<file path="config.mk">
export PLATFORM = sky130hd
export DESIGN_NAME = blram_arbiter
export DESIGN_NICKNAME = d
export VERILOG_FILES = /design/src/rtl/blram_arbiter.sv
export SDC_FILE = /design/constraint.sdc
export NUM_CORES = 1
export LEC_CHECK = 0
export BUFFER_PORTS_ARGS = -buffer_cell sky130_fd_sc_hd__buf_2
export CAP_MARGIN = 10
export CORE_MARGIN = 10
export CORE_UTILIZATION = 34
export CTS_BUF_LIST = sky130_fd_sc_hd__clkbuf_8 sky130_fd_sc_hd__clkbuf_16
export DETAILED_ROUTE_END_ITERATION = 8
export HOLD_SLACK_MARGIN = 0.05
export PLACE_DENSITY = 0.84
export SLEW_MARGIN = 20
export SYNTH_ARGS = -nofsm -noshare
export SYNTH_HDL_FRONTEND = slang
export SYNTH_SLANG_ARGS = --single-unit
</file>
<file path="constraint.sdc">
create_clock -name clk -period 3.6 [get_ports clk]
set_clock_uncertainty 0.15 [all_clocks]
set_input_delay 0.36 -clock clk [delete_from_list [all_inputs] [get_ports clk]]
set_output_delay 0.36 -clock clk [all_outputs]
set_load 0.02 [all_outputs]
</file>
<file path="src/rtl/blram_arbiter.sv">
// blram_arbiter: burst-bounded round-robin sharing of one single-port blram between two masters
module blram_arbiter #(
    parameter int ADDR_W = 14,
    parameter int DATA_W = 32,
    parameter int BURST  = 4
) (
    input  logic              clk,
    input  logic              rst,
    input  logic              req0,
    input  logic              we0,
    input  logic [ADDR_W-1:0] addr0,
    input  logic [DATA_W-1:0] wdata0,
    input  logic              req1,
    input  logic              we1,
    input  logic [ADDR_W-1:0] addr1,
    input  logic [DATA_W-1:0] wdata1,
    output logic              gnt0,
    output logic              gnt1,
    output logic              rvalid0,
    output logic              rvalid1,
    output logic [DATA_W-1:0] rdata,
    output logic              ram_we,
    output logic [ADDR_W-1:0] ram_addr,
    output logic [DATA_W-1:0] ram_wdata,
    input  logic [DATA_W-1:0] ram_rdata
);
    typedef enum logic [1:0] {NONE, P0, P1} owner_t;
    owner_t     owner, owner_n;
    logic [7:0] cnt, cnt_n;
    logic       last, last_n, pend0, pend1, both, hold;
    always_comb begin
        both      = req0 & req1;
        hold      = (owner != NONE) && (cnt < 8'(BURST));
        gnt0      = rst & ((req0 & ~req1) | (both & (hold ? owner == P0 : last)));
        gnt1      = rst & ((req1 & ~req0) | (both & (hold ? owner == P1 : ~last)));
        owner_n   = gnt0 ? P0 : gnt1 ? P1 : NONE;
        cnt_n     = (owner_n == NONE) ? 8'd0 : (owner_n != owner) ? 8'd1 :
                    (cnt < 8'(BURST)) ? cnt + 8'd1 : cnt;
        last_n    = gnt1 ? 1'b1 : gnt0 ? 1'b0 : last;
        ram_addr  = gnt1 ? addr1 : addr0;
        ram_wdata = gnt1 ? wdata1 : wdata0;
        ram_we    = (gnt0 & we0) | (gnt1 & we1);
        // a read issued just before reset must not surface while reset is held
        rvalid0   = pend0 & rst;
        rvalid1   = pend1 & rst;
        rdata     = ram_rdata;
    end
    always_ff @(posedge clk) begin
        if (!rst) begin
            owner <= NONE;
            cnt   <= 8'd0;
            last  <= 1'b1;
            pend0 <= 1'b0;
            pend1 <= 1'b0;
        end else begin
            owner <= owner_n;
            cnt   <= cnt_n;
            last  <= last_n;
            pend0 <= gnt0 & ~we0;
            pend1 <= gnt1 & ~we1;
        end
    end
endmodule

</file>
==> flow_metrics.tcl <==
set metrics [dict create \
    vdd_ir_drop_max_mv 0.0979 \
    max-cap-violations 0 \
    yosysWarningCount 0 \
    layout.nets 491 \
    fmax_achieved_mhz 333 \
    comb_power_share_pct 51.9 \
    groute.usage.overall_pct 16.7 \
    path_clk_slew_ns 0.05 \
    antenna_left 0 \
    maxSlewHeadroom_pct 54.1 \
    row_count 24 \
    cts_root_buffer "clkbuf_8" \
    critical_path.endpoint "ram_addr[3]" \
    worst_slack_ns 0.598 \
    final_cell_mix "buf_2, nand2_1, o22ai_1" \
    worst_slew_pin_slew_ns 0.688 \
    drive_gt1_share_pct 45.4 \
    vias_in_the_first_global_route 2158 \
    synth_top_area_share_pct 22.7 \
    cp_data_required_time_ns 3.09 \
    power_frac_seq_pct 25.8 \
    worstPathArrival_ns 2.49 \
    min-delay-path-class "in2reg" \
    io_pins 213 \
    cell_internal_pwr_mw 0.345 \
    r2r_end "cnt[0]$_SDFFE_PP0P_" \
    routed-wl-met3_um 729 \
    critical_path.max_fanout 39 \
    synth-seq-area-share_pct 16.5 \
    overall_die_area_sq_um 7750 \
    drt-pass1-iter-count 5 \
    coreArea_sq_um 4410 \
    dr_wl_met2_um 3430 \
    ys_seq_elements 13 \
    place_congestion 0.866 \
    rsz0062_at_grt "no" \
    min_from "we0" \
    post_cts_hold_buffer_count 0 \
    cp_top_family "compound AO/OA/AOI/OAI gates" \
    critical_path_class "reg2out" \
    detail_route.drc_violations 0 \
    critical_path.cell_chain "or4_4 -> o21ai_1 -> o21a_2 -> buf_4 -> o22ai_1 -> buf_2" \
    outcome "finished clean" \
    worst_r2r_startpoint "cnt[4]$_SDFFE_PP0N_" \
    cts_max_path_buffers 2 \
    synth_largest_area_cell "nand2_1" \
    synth.cell_area_sq_um 1570 \
    post-dp-hpwl_um 5710 \
    final_common_cell "buf_2" \
    power.share.clock_pct 22.3 \
    p_per_area_nw_per_um2 276 \
    end_kind "primary output" \
    synth_nets 387 \
    finalCoreUtilization_pct 48.3 \
    grt_first_pass_wirelength_um 10600 \
    leakage_nw 1.20 \
    floorplan.initialDensity_pct 35.7 \
    highest_layer "met4" \
    report.final.hold_viol_count 0 \
    worstRegToRegCells 5 \
    numPlacedInstances 407 \
    r2r_slack_ns 1.27 \
    clock_latency_ns 0.25 \
    area_delta_synth_final_pct 35.5 \
    p_switching_mw 0.245 \
    route.vias.total 2101 \
    slowest_stage "o21a_2" \
    timing.critical_path.buf_inv 2 \
    drtIter0Drc 102 \
    fp.dieH_um 88.0 \
    final_cell_count_no_fill 411 \
    power.share.switching_pct 41.5 \
    critical_path_depth 6 \
    route.detailed.wl_per_inst_um 16.8 \
    cts_htree_levels 1 \
    ys_types 31 \
    critPathLaunch "cnt[4]$_SDFFE_PP0N_" \
    m1WireLength_um 2490 \
    numClockSinks 13 \
    clock_tree_from_tritoncts "built" \
    synthesis.area_per_instance_sq_um 6.15 \
    finalSetupTns_ns 0 \
    critical_path.max_stage_delay_ns 0.58 \
    vias_per_cell 5.11 \
    slew_violations 0 \
    antenna_found_initial 0 \
    worst_setup_slack_before_clock_tree_synthesis_ns 0.872 \
    die_width_um 88.0 \
    antennaDiodeCount 0 \
    cts_resized 0 \
    final.period_utilization_pct 83.4 \
    post_synth_inst_count 256 \
    io_buffers 148 \
    setup-violations-final 0 \
    cts_setup_buffers 0 \
    grt_max_degree 54 \
    drt-total-wl_um 6910 \
    numCtsBuffers 3 \
    min_period_ns 3.00 \
    ys_top_cells_by_area "nand2_1, o22ai_1, dfxtp_1" \
    setup.worst_path.start_class "register" \
    globalRouteOverflowTotal 0 \
    holdWs_ns 0.132 \
]
[final cells by class]
| class | instances | area, sq um |
|---|---|---|
| multi-input cells | 189 | 986 |
| inverters | 1 | 3.75 |
| flip-flops and latches | 13 | 260 |
| repair buffers | 152 | 771 |
| clock inverters | 1 | 5.00 |
| clock buffers | 3 | 41.3 |
| fillers | 445 | 2280 |
| well taps | 52 | 65.1 |
[stage by stage]
step | cell area (sq um) | total power [mW]
floorplan | 1570 | 0.389
global placement | 2090 | 0.458
detailed placement | 2090 | 0.463
CTS | 2130 | 0.595
global route | 2130 | 0.629
finish | 2130 | 0.589
[registers in the layout (all words and copies together), names as in the netlist]
name	cells
cnt	8
owner	2
last	1
pend0	1
pend1	1
[worst min-delay path by stage]
| stage | end | cells after the start |
|---|---|---|
| floorplan | pend0$_SDFF_PN0_ | 1 |
| global route | pend1$_SDFF_PN0_ | 2 |
| detailed placement | cnt[4]$_SDFFE_PP0N_ | 1 |
| global placement | cnt[5]$_SDFFE_PP0N_ | 1 |
| CTS | pend0$_SDFF_PN0_ | 2 |
| finish | pend0$_SDFF_PN0_ | 2 |
[power by group through the flow]
stage	clock (mW)	combinational, mW	sequential [mW]
6_report	0.131	0.306	0.152
4_1_cts	0.134	0.309	0.152
2_1_floorplan	0	0.235	0.154
3_5_place_dp	0	0.308	0.155
3_3_place_gp	0	0.303	0.155
5_1_grt	0.142	0.335	0.153
[kinds of logic after synthesis]
kind of cell               share of synthesized area (%)
AOI/OAI and AO/OA                                   24.6
adders and majority gates                          0.795
buffers and inverters                               21.3
DFF                                                 16.5
muxes                                              0.636
and+or+nand+nor                                     36.2
[metal layers]
| metal | vias to the layer above | GRT usage [%] |
|---|---|---|
| li1 | 1055 | - |
| met1 | 913 | 17.2 |
| met2 | 102 | 28.4 |
| met3 | 31 | 7.52 |
| met4 | 0 | 7.99 |
| met5 | - | 0 |
[cells in the mapped netlist]
cell / n
nand2_1: 95
o22ai_1: 47
buf_4: 32
dfxtp_1: 13
clkbuf_1: 11
buf_2: 10
and2_1: 7
nor2_1: 5
nor2b_1: 4
nand2b_1: 3
nand3_1: 3
nor3_1: 3
a22oi_1: 2
nor3b_1: 2
nor4_1: 2
o21ai_1: 2
a2111oi_1: 1
a211oi_4: 1
a21bo_2: 1
a21boi_1: 1
a21oi_1: 1
ha_1: 1
inv_1: 1
mux2i_1: 1
nand3b_1: 1
nor3_2: 1
o211ai_1: 1
o21a_1: 1
or3_4: 1
or3b_2: 1
or4_4: 1
(Power assumes the default switching activity.)
